===== src/rtl/ecc_pkg.sv =====
// ecc_pkg: shared types and parity-position constants for the SECDED syndrome path
package ecc_pkg;

    typedef enum logic [1:0] {
        ERR_NONE   = 2'b00,
        ERR_SINGLE = 2'b01,
        ERR_DOUBLE = 2'b10
    } err_class_t;

    typedef enum logic [1:0] {
        IDLE,
        GET_MSW,
        CALC,
        OUT
    } state_t;

    localparam int P1_IDX = 1;
    localparam int P2_IDX = 2;
    localparam int P4_IDX = 4;
    localparam int P8_IDX = 8;

    // Bit positions 1..15 covered by parity bit k (those whose index has bit k set)
    function automatic logic [15:0] cover_mask(input int k);
        logic [15:0] m;
        m = '0;
        for (int i = 1; i < 16; i++) m[i] = (i & k) != 0;
        return m;
    endfunction

endpackage


===== src/rtl/ecc_syndrome_calc.sv =====
// ecc_syndrome_calc: maps a 16-bit SECDED codeword to its syndrome and overall parity
module ecc_syndrome_calc
    import ecc_pkg::*;
(
    input  logic [15:0] word,
    output logic [3:0]  syn,
    output logic        par
);

    assign syn = {^(word & cover_mask(P8_IDX)),
                  ^(word & cover_mask(P4_IDX)),
                  ^(word & cover_mask(P2_IDX)),
                  ^(word & cover_mask(P1_IDX))};
    assign par = ^word;

endmodule


===== src/rtl/ecc_syndrome_unit.sv =====
// ecc_syndrome_unit: collects a codeword byte-wise, classifies it and presents the syndrome
module ecc_syndrome_unit
    import ecc_pkg::*;
#(
    parameter int CNT_W = 8
) (
    input  logic             Clk,
    input  logic             Reset,
    input  logic             in_valid,
    output logic             in_ready,
    input  logic [7:0]       in_byte,
    output logic             out_valid,
    input  logic             out_ready,
    output logic [7:0]       pFlip,
    output logic [7:0]       lsw_out,
    output logic [7:0]       msw_out,
    output logic [1:0]       err_class,
    output logic [CNT_W-1:0] single_cnt,
    output logic [CNT_W-1:0] double_cnt
);

    state_t     state;
    logic [3:0] syn;
    logic       par;
    err_class_t cls;

    ecc_syndrome_calc u_calc (
        .word ({msw_out, lsw_out}),
        .syn  (syn),
        .par  (par)
    );

    // Odd overall parity means one flip, even parity with a nonzero syndrome means two
    assign cls = par ? ERR_SINGLE : (syn != 4'd0 ? ERR_DOUBLE : ERR_NONE);

    always_ff @(posedge Clk) begin
        if (Reset) begin
            state      <= IDLE;
            in_ready   <= 1'b0;
            out_valid  <= 1'b0;
            pFlip      <= '0;
            lsw_out    <= '0;
            msw_out    <= '0;
            err_class  <= '0;
            single_cnt <= '0;
            double_cnt <= '0;
        end else begin
            case (state)
                IDLE: begin
                    in_ready <= 1'b1;
                    if (in_valid && in_ready) begin
                        lsw_out <= in_byte;
                        state   <= GET_MSW;
                    end
                end
                GET_MSW: begin
                    if (in_valid && in_ready) begin
                        msw_out  <= in_byte;
                        in_ready <= 1'b0;
                        state    <= CALC;
                    end
                end
                CALC: begin
                    pFlip     <= {4'b0, syn};
                    err_class <= cls;
                    out_valid <= 1'b1;
                    state     <= OUT;
                    if (cls == ERR_SINGLE && single_cnt != '1) single_cnt <= single_cnt + 1'b1;
                    if (cls == ERR_DOUBLE && double_cnt != '1) double_cnt <= double_cnt + 1'b1;
                end
                OUT: begin
                    if (out_ready) begin
                        out_valid <= 1'b0;
                        in_ready  <= 1'b1;
                        state     <= IDLE;
                    end
                end
                default: state <= IDLE;
            endcase
        end
    end

endmodule


===== config.mk =====
export PLATFORM = sky130hd
export DESIGN_NAME = ecc_syndrome_unit
export DESIGN_NICKNAME = d
export VERILOG_FILES = /design/src/rtl/ecc_pkg.sv /design/src/rtl/ecc_syndrome_calc.sv /design/src/rtl/ecc_syndrome_unit.sv
export SDC_FILE = /design/constraint.sdc
export NUM_CORES = 1
export LEC_CHECK = 0
export ABC_AREA = 1
export BUFFER_PORTS_ARGS = -buffer_cell sky130_fd_sc_hd__buf_2
export CELL_PAD_IN_SITES_DETAIL_PLACEMENT = 0
export CELL_PAD_IN_SITES_GLOBAL_PLACEMENT = 1
export CORE_ASPECT_RATIO = 0.8
export CORE_UTILIZATION = 37
export DETAILED_ROUTE_END_ITERATION = 6
export GPL_ROUTABILITY_DRIVEN = 0
export GPL_TIMING_DRIVEN = 0
export PLACE_DENSITY = 0.82
export SLEW_MARGIN = 20
export SYNTH_ARGS = -nofsm -noshare
export SYNTH_HDL_FRONTEND = slang
export SYNTH_HIERARCHICAL = 1
export SYNTH_SLANG_ARGS = --single-unit

===== constraint.sdc =====
create_clock -name Clk -period 2.15 [get_ports Clk]
set_clock_uncertainty 0.05 [all_clocks]
set_input_delay 0.215 -clock Clk [delete_from_list [all_inputs] [get_ports Clk]]
set_output_delay 0.215 -clock Clk [all_outputs]
set_load 0.005 [all_outputs]

==> results of run 1 <==
## logic make-up (layout without fill, tap and decap cells)
kind of cell / count (synthesis) / after routing / synth area share
adders and majority gates: 7 / 7 / 0.03560
and+or+nand+nor: 221 / 221 / 0.3779
DFF: 42 / 42 / 0.3418
other: 1 / 4 / 0.001524
buffers and inverters: 52 / 112 / 0.08851
AOI/OAI and AO/OA: 43 / 43 / 0.08749
xor gates and xnor gates: 18 / 18 / 0.06715
## power groups by stage
| stage | Combinational, uW | Clock, uW | Sequential (uW) |
|---|---|---|---|
| floorplan | 729 | 0 | 1020 |
| global placement | 1010 | 0 | 1030 |
| detailed placement | 1020 | 0 | 1030 |
| CTS | 1030 | 659 | 1020 |
| global route | 1210 | 690 | 1040 |
| finish | 1050 | 640 | 1020 |
## worst paths after layout
check / start / end / slack, ns / depth (start not counted)
min: out_ready / out_valid / 0.12 / 4
max: lsw_out[6] / double_cnt[0] / 0.26 / 18
min reg2reg: err_class[0] / err_class[0] / 0.42 / 2
max reg2reg: lsw_out[6] / double_cnt[0] / 0.26 / 18
## per-stage QoR
step / hold WS (ns) / util
6_report: 0.1215 / 0.4656
5_1_grt: 0.1249 / 0.4656
4_1_cts: 0.1153 / 0.4590
3_5_place_dp: 0.4056 / 0.4418
3_3_place_gp: 0.4001 / 0.4418
2_1_floorplan: 0.3301 / -
## registers in the layout, summed over array words and instances (netlist names)
register / count
msw_out: 8
state: 2
err_class: 2
single_cnt: 8
pFlip: 4
lsw_out: 8
in_ready: 1
double_cnt: 8
out_valid: 1
## worst min-delay path: stages
cell and delay (ns):
buf_2 0.07, inv_1 0.04, nand2_1 0.05, a21oi_1 0.05
## layer usage
layer | routed length [um] | global-route usage
met2 | 2640 | 0.2851
met1 | 3223 | 0.2494
met3 | 178 | 0.03434
met4 | 68 | 0.05641
met5 | 0 | 0
## synthesized netlist by cell type
cell | count | area share
nand2_1 | 141 | 0.22
dfxtp_1 | 42 | 0.34
inv_1 | 35 | 0.053
nor2_1 | 34 | 0.052
a21oi_1 | 31 | 0.063
nand3_1 | 29 | 0.059
o21ai_0 | 12 | 0.024
xnor2_1 | 9 | 0.032
xor2_1 | 8 | 0.028
ha_1 | 7 | 0.036
buf_4 | 5 | 0.015
clkbuf_1 | 5 | 0.0076
nand2_2 | 5 | 0.013
buf_2 | 3 | 0.0061
inv_2 | 3 | 0.0046
nand4_1 | 3 | 0.0076
nand3b_1 | 2 | 0.0061
nor3_1 | 2 | 0.0041
and2_1 | 1 | 0.0025
clkinv_1 | 1 | 0.0015
conb_1 | 1 | 0.0015
nand2_4 | 1 | 0.0046
nand2b_1 | 1 | 0.0025
nand3_4 | 1 | 0.0071
nor2_4 | 1 | 0.0046
xor2_2 | 1 | 0.0066
## area by class of cell
class	instances	area [um^2]
fill	709	3425
multi-input combinational	293	1430
sequential	42	858.3
timing repair buffer	52	262.8
inverter	39	146.4
tap	84	105.1
clock buffer	6	72.57
buffer	13	71.32
clock inverter	2	37.54
## repair_timing
item / in CTS / in global routing
resized for setup: 0 / 20
buffers inserted: 0 / 1
endpoints found under the setup margin: 0 / 12
==> flow_summary.ini, run 1 <==
[critical_path]
critPathMostFrequentCell = nand2_1
critical-path-max-stage-delay_ns = 0.36
worstPathCellList = inv_1 -> nand2_1 -> nand2_1 -> nand2_1 -> nand2_1 -> nand2_1 -> nand2_1 -> inv_1 -> nand2_1 -> nand2_1 -> inv_1 -> nand2_1 -> inv_1 -> nand2_2 -> inv_2 -> nand2_4 -> o21ai_0 -> nor2_1
worstPathArrival_ns = 2.04
critical_path_class = reg -> reg
crit_path_start_kind = register
crit_slowest_cell = dfxtp_2
cpLargestDelayFamily = simple AND/OR/NAND/NOR gates
required_ns = 2.30
crit_path_max_fanout = 8
worst-path-buf-inv = 5
worstSetupEndpointType = register

[global_route]
grt_pass1_vias = 2102
grt_max_degree = 14
track_usage = 0.1798
grt_first_pass_wirelength_um = 9701
grt_antenna_before_repair = 0
gr-total-overflow = 0

[power_and_ir_drop]
irDropWorstVdd_uv = 448.2
p_seq_frac = 0.378
p_comb_frac = 0.387
p_leak_uw = 0.001436
swShare = 0.3958
p_int_uw = 1640
switching_power_uw = 1074
power_density_nw_per_um2 = 909.4
clkPwrFrac = 0.236
total_power_uw = 2714

[timing]
worst_slew_pin_slew_ns = 0.5412
fin_crit_sh = 0.8781
setup_tns_ns = 0
final-setup-viol-count = 0
max_freq_mhz = 529.7
grt_setup_unrepaired = false
slew_viol_final = 0
setup_slack_ns = 0.2620
slew_headroom = 0.6392
period_needed_ns = 1.888
hold_viol = 0

[synthesis]
ys_types = 26
yosysSeqAreaShare = 0.3418
netlist_instances = 384
syn-cell-area_um2 = 2460
synth_area_per_cell_um2 = 6.406
yosys_warnings = 6
ys_ff_latch = 42

[routing]
drt_wl_total_um = 6111
ant_nets = 0
vias_per_cell = 4.618
dr.pass1.iters = 4
vias = 2452
drt_iter0_markers = 86
wl_per_cell_um = 11.51
drc = 0

[cts]
cts_tree = done
cts_max_level = 2
clock-sinks = 42
cts_root_buffer = clkbuf_8
cts_buffers = 5
clk_pin_slew_worst_paths_ns = 0.09
cts_max_path_buffers = 2
clock_latency_ns = 0.31
postCtsHoldBufs = 0

[finish]
mostFrequentLayoutCell = nand2_1
final_cell_mix = nand2_1, buf_2, inv_1, nor2_1, a21oi_1
drive_gt1_frac = 0.2170
layoutNonFillerInstCount = 531
num_antenna_cells = 0
final_nets = 465
final_area_um2 = 2984
area_growth_pct = 21.31

[place]
dpl_cell_area_um2 = 2831
hpwl_um = 4630
dp.cells = 522
dp_slack_ns = 0.04255
portBuffers = 51

[floorplanning]
row_count = 26
dieArea_um2 = 6980
io_pins = 56
start_util = 0.3838
core_um2 = 6409
die_y_um = 74.93
die_w_um = 93.16

[job]
drv_cap = 0

[run_status]
status = completed

[hold_path]
min_path_type = in -> reg
No activity file was read; power rests on OpenSTA's default activity.
==> run 2, diff against run 1 <==
--- a/config.mk
+++ b/config.mk
@@ -10,11 +10,12 @@
 export CELL_PAD_IN_SITES_DETAIL_PLACEMENT = 0
 export CELL_PAD_IN_SITES_GLOBAL_PLACEMENT = 1
 export CORE_ASPECT_RATIO = 0.8
-export CORE_UTILIZATION = 37
+export CORE_UTILIZATION = 38
+export CTS_BUF_LIST = sky130_fd_sc_hd__clkbuf_2
 export DETAILED_ROUTE_END_ITERATION = 6
 export GPL_ROUTABILITY_DRIVEN = 0
 export GPL_TIMING_DRIVEN = 0
-export PLACE_DENSITY = 0.82
+export PLACE_DENSITY = 0.84
 export SLEW_MARGIN = 20
 export SYNTH_ARGS = -nofsm -noshare
 export SYNTH_HDL_FRONTEND = slang
==> run 2 against run 1 <==
  * First-iteration DRC count shrank 7.0%
  * Power is 11% lower
  * Fmax increased by 0.28%
  * Via count is 0.41% higher
  * Non-clock buffer count rose by 7
  * Global-route usage is 0.49 points higher
  * Critical endpoint is now double_cnt[5]
  * Core utilization increased by 2.7 points
  * Clock power decreased by 44%
==> flow_summary.ini, run 2 (synthesis results as in run 1) <==
[finish]
final_area_um2 = 2988
final_util = 0.4924
mostFrequentLayoutCell = nand2_1
num_antenna_cells = 0
area_growth_pct = 21.47
final_nets = 472
final_cell_mix = nand2_1, buf_2, inv_1, nor2_1, a21oi_1
drive_gt1_frac = 0.2093

[critical_path]
required_ns = 2.44
rrSetupSlack_ns = 0.27
critical_path_class = reg -> reg
crit_path_max_fanout = 8
worstSetupEndpointType = register
crit_path_start_kind = register
crit_path_end = double_cnt[5]
worstPathArrival_ns = 2.17
timing.rr.start = msw_out[7]
rr_endpoint = double_cnt[5]
worstRegToRegCells = 15
crit_path_start = msw_out[7]

[timing]
period_needed_ns = 1.883
slew_headroom = 0.6479
fin_crit_sh = 0.8757
final-setup-viol-count = 0
setup_slack_ns = 0.2673
worst_slew_pin_slew_ns = 0.5281
hold_ws_ns = 0.01457
hold_viol = 0
max_freq_mhz = 531.2
slew_viol_final = 0
setup_tns_ns = 0

[cts]
cts_root_buffer = clkbuf_2
cts_max_path_buffers = 2
cts_buffers = 5
clk_pin_slew_worst_paths_ns = 0.24
cts_max_level = 2
clock_latency_ns = 0.40
cts_tree = done
clock-sinks = 42

[routing]
drt_iter0_markers = 80
drt_wl_total_um = 5939
wl_per_cell_um = 11.10
dr.pass1.iters = 4
vias_per_cell = 4.602
drc = 0
vias = 2462
ant_nets = 0

[global_route]
grt_first_pass_wirelength_um = 9908
grt_pass1_vias = 2140
grt_max_degree = 14
track_usage = 0.1847
grt_antenna_before_repair = 0
gr-total-overflow = 0

[hold_path]
min-delay-start = in_byte[1]
min_path_type = in -> reg

[power_and_ir_drop]
swShare = 0.4314
p_seq_frac = 0.422
p_leak_uw = 0.001441
switching_power_uw = 1043
clkPwrFrac = 0.148
irDropWorstVdd_uv = 579.4
p_comb_frac = 0.430
p_int_uw = 1375
power_density_nw_per_um2 = 809.2

[floorplanning]
dieArea_um2 = 6801
die_w_um = 91.96
row_count = 25
core_um2 = 6068
die_y_um = 73.96
start_util = 0.4054
io_pins = 56

[job]
drv_cap = 0

[run_status]
status = completed

[place]
hpwl_um = 4495
portBuffers = 51
dp_slack_ns = 0.06915
dpl_cell_area_um2 = 2828
## run 2: how the worst min path moves through the flow
stage	cells past startpoint	endpoint
after CTS	3	msw_out[3]
after floorplan	2	lsw_out[0]
after global placement	2	out_valid
after global routing	3	msw_out[1]
final	3	msw_out[1]
after detailed placement	2	out_valid
## run 2: per-layer routing
layer / part of all wire / up-vias / GRT usage
met3: 0.030 / 4 / 0.03579
li1: - / 1327 / -
met5: 0 / - / 0
met1: 0.53 / 1089 / 0.2644
met2: 0.44 / 42 / 0.2902
met4: 0.0066 / 0 / 0.04167
## run 2: timing repair
item / in CTS / in global routing
hold endpoints to repair: 7 / 5
setup endpoints to repair: 0 / 11
buffers inserted: 0 / 0
hold buffers: 5 / 3
resized for setup: 0 / 21
## run 2: per-stage QoR
step	instances	total power, uW
after global placement	519	2029
after floorplan	387	1746
after detailed placement	519	2042
final	535	2418
after global routing	535	2668
after CTS	532	2406
## run 2: area by class of cell
cell class,count,area [um^2]
well taps,81,101.3
flip-flops and latches,42,862.1
clock inverters,3,16.27
plain buffers,13,71.32
multi-input cells,293,1430
inverters,39,146.4
fillers,651,3080
clock buffers,5,25.02
repair buffers,59,335.3
## run 2: critical path: stages, from the launching register on
cell	delay, ns
dfxtp_2	0.46
xor2_1	0.22
nand2_1	0.09
nand2_2	0.10
nand2_1	0.07
nand2_2	0.07
nand2_1	0.05
nand2_1	0.07
inv_1	0.04
nand2_1	0.05
inv_1	0.05
nand2_2	0.12
inv_2	0.08
nand2_4	0.11
nand2_1	0.06
a21oi_1	0.13
## run 2: power by group through the flow
| stage | clock network [uW] | registers [uW] | logic (uW) |
|---|---|---|---|
| CTS | 371 | 1020 | 1020 |
| global placement | 0 | 1030 | 997 |
| detailed placement | 0 | 1030 | 1010 |
| floorplan | 0 | 1020 | 729 |
| global route | 403 | 1040 | 1220 |
| finish | 357 | 1020 | 1040 |
==> run 3, diff against run 2 <==
--- a/config.mk
+++ b/config.mk
@@ -6,7 +6,7 @@
 export NUM_CORES = 1
 export LEC_CHECK = 0
 export ABC_AREA = 1
-export BUFFER_PORTS_ARGS = -buffer_cell sky130_fd_sc_hd__buf_2
+export BUFFER_PORTS_ARGS = -buffer_cell sky130_fd_sc_hd__buf_4
 export CELL_PAD_IN_SITES_DETAIL_PLACEMENT = 0
 export CELL_PAD_IN_SITES_GLOBAL_PLACEMENT = 1
 export CORE_ASPECT_RATIO = 0.8
==> run 3 against run 2 <==
  * Register-to-register slack is essentially flat
  * Clock-buffer cell count stayed put
  * First-iteration DRC count grew 21%
  * Fmax rose by 0.50%
  * Sequential cell count stayed put
  * Critical path depth did not move
  * Clock power is 3% lower
  * Die area is the same
==> flow_summary.ini, run 3 (synthesis results as in run 1) <==
[hold_path]
min_path_type = in -> reg
hold_depth = 4
holdPathEnd = pFlip[0]
min-delay-start = Reset

[floorplanning]
start_util = 0.4054
die_w_um = 91.96
die_y_um = 73.96
dieArea_um2 = 6801
core_um2 = 6068
io_pins = 56
row_count = 25

[power_and_ir_drop]
irDropWorstVdd_uv = 605.9
swShare = 0.4236
p_int_uw = 1427
p_seq_frac = 0.415
p_comb_frac = 0.444
switching_power_uw = 1049
p_leak_uw = 0.001460
power_density_nw_per_um2 = 786.6
clkPwrFrac = 0.141

[timing]
max_freq_mhz = 533.8
hold_ws_ns = 0.05407
setup_tns_ns = 0
final-setup-viol-count = 0
worst_slew_pin_slew_ns = 0.5602
hold_viol = 0
period_needed_ns = 1.873
fin_crit_sh = 0.8713
slew_headroom = 0.6265
grt_setup_unrepaired = false
slew_viol_final = 0

[critical_path]
worstSetupEndpointType = register
crit_path_start_kind = register
worstRegToRegCells = 15
critical_path_class = reg -> reg
required_ns = 2.44
rrSetupSlack_ns = 0.28
worstPathArrival_ns = 2.16
crit_path_max_fanout = 8
rr_endpoint = double_cnt[6]
timing.rr.start = msw_out[6]

[finish]
final_area_um2 = 3147
final_cell_mix = nand2_1, buf_4, inv_1, nor2_1, a21oi_1
final_util = 0.5186
area_growth_pct = 27.92
drive_gt1_frac = 0.2171
num_antenna_cells = 0
mostFrequentLayoutCell = nand2_1
final_nets = 474
nFillCells = 626

[global_route]
gr-total-overflow = 0
track_usage = 0.1867
grt_antenna_before_repair = 0
grt_max_degree = 14
grt_first_pass_wirelength_um = 10090
grt_pass1_vias = 2224

[run_status]
status = completed

[cts]
cts_buffers = 5
clock_latency_ns = 0.40
cts_tree = done
cts_max_level = 2
clock-sinks = 42
clk_pin_slew_worst_paths_ns = 0.23
cts_max_path_buffers = 2
cts_root_buffer = clkbuf_2

[routing]
vias_per_cell = 4.618
drt_wl_total_um = 6049
wl_per_cell_um = 11.26
dr.pass1.iters = 4
drt_iter0_markers = 97
vias = 2480
ant_nets = 0
drc = 0

[job]
drv_cap = 0

[place]
dpl_cell_area_um2 = 2955
hpwl_um = 4574
portBuffers = 51
## run 3: cell type report
class | instances | area, um^2 | area share
Sequential cell | 42 | 875.8 | 0.2783
Tap cell | 81 | 101.3 | 0.03221
Clock buffer | 5 | 25.02 | 0.007952
Multi-Input combinational cell | 293 | 1430 | 0.4545
Inverter | 39 | 146.4 | 0.04652
Timing Repair Buffer | 61 | 480.5 | 0.1527
Clock inverter | 3 | 16.27 | 0.005169
Buffer | 13 | 71.32 | 0.02266
## run 3: repair_timing
action	in CTS	in global routing
resized for setup	1	26
hold buffers	4	5
setup endpoints to repair	1	11
endpoints found under the hold margin	4	7
buffers inserted	0	1
## run 3: through the flow
step           std cells  power [uW]  setup WS (ns)
2_1_floorplan        387        1746         0.4454
3_3_place_gp         519        2086        0.09594
3_5_place_dp         519        2102        0.05969
4_1_cts              531        2464        0.08611
5_1_grt              537        2714        0.01185
6_report             537        2475         0.2766
## run 3: routing by layer
metal / GRT usage / share of wire
met3: 0.03579 / 0.043
met1: 0.2673 / 0.52
met5: 0 / 0
met2: 0.2968 / 0.43
met4: 0.03646 / 0.0076
## run 3: how the worst max path moves through the flow
stage	end	slack [ns]	startpoint
after floorplan	double_cnt[1]	0.45	msw_out[3]
after CTS	double_cnt[6]	0.09	msw_out[6]
after global routing	double_cnt[6]	0.01	lsw_out[5]
final	double_cnt[6]	0.28	msw_out[6]
after detailed placement	double_cnt[7]	0.06	lsw_out[3]
after global placement	double_cnt[7]	0.1	lsw_out[3]
## run 3: critical path, cell delays in order (launching register included)
cell	delay, ns
dfxtp_4	0.42
xnor2_2	0.24
nand2_1	0.10
nand2_2	0.09
nand2_1	0.07
nand2_2	0.08
nand2_1	0.05
nand2_1	0.08
inv_1	0.04
nand2_1	0.05
inv_1	0.04
nand2_2	0.12
inv_2	0.08
nand2_4	0.10
nand2_1	0.06
a21oi_1	0.14
## run 3: power groups by stage
stage	clock network, uW	registers, uW	logic (uW)
after floorplan	0	1020	729
after global placement	0	1040	1050
after detailed placement	0	1040	1060
after CTS	363	1020	1080
after global routing	397	1050	1270
final	348	1030	1100
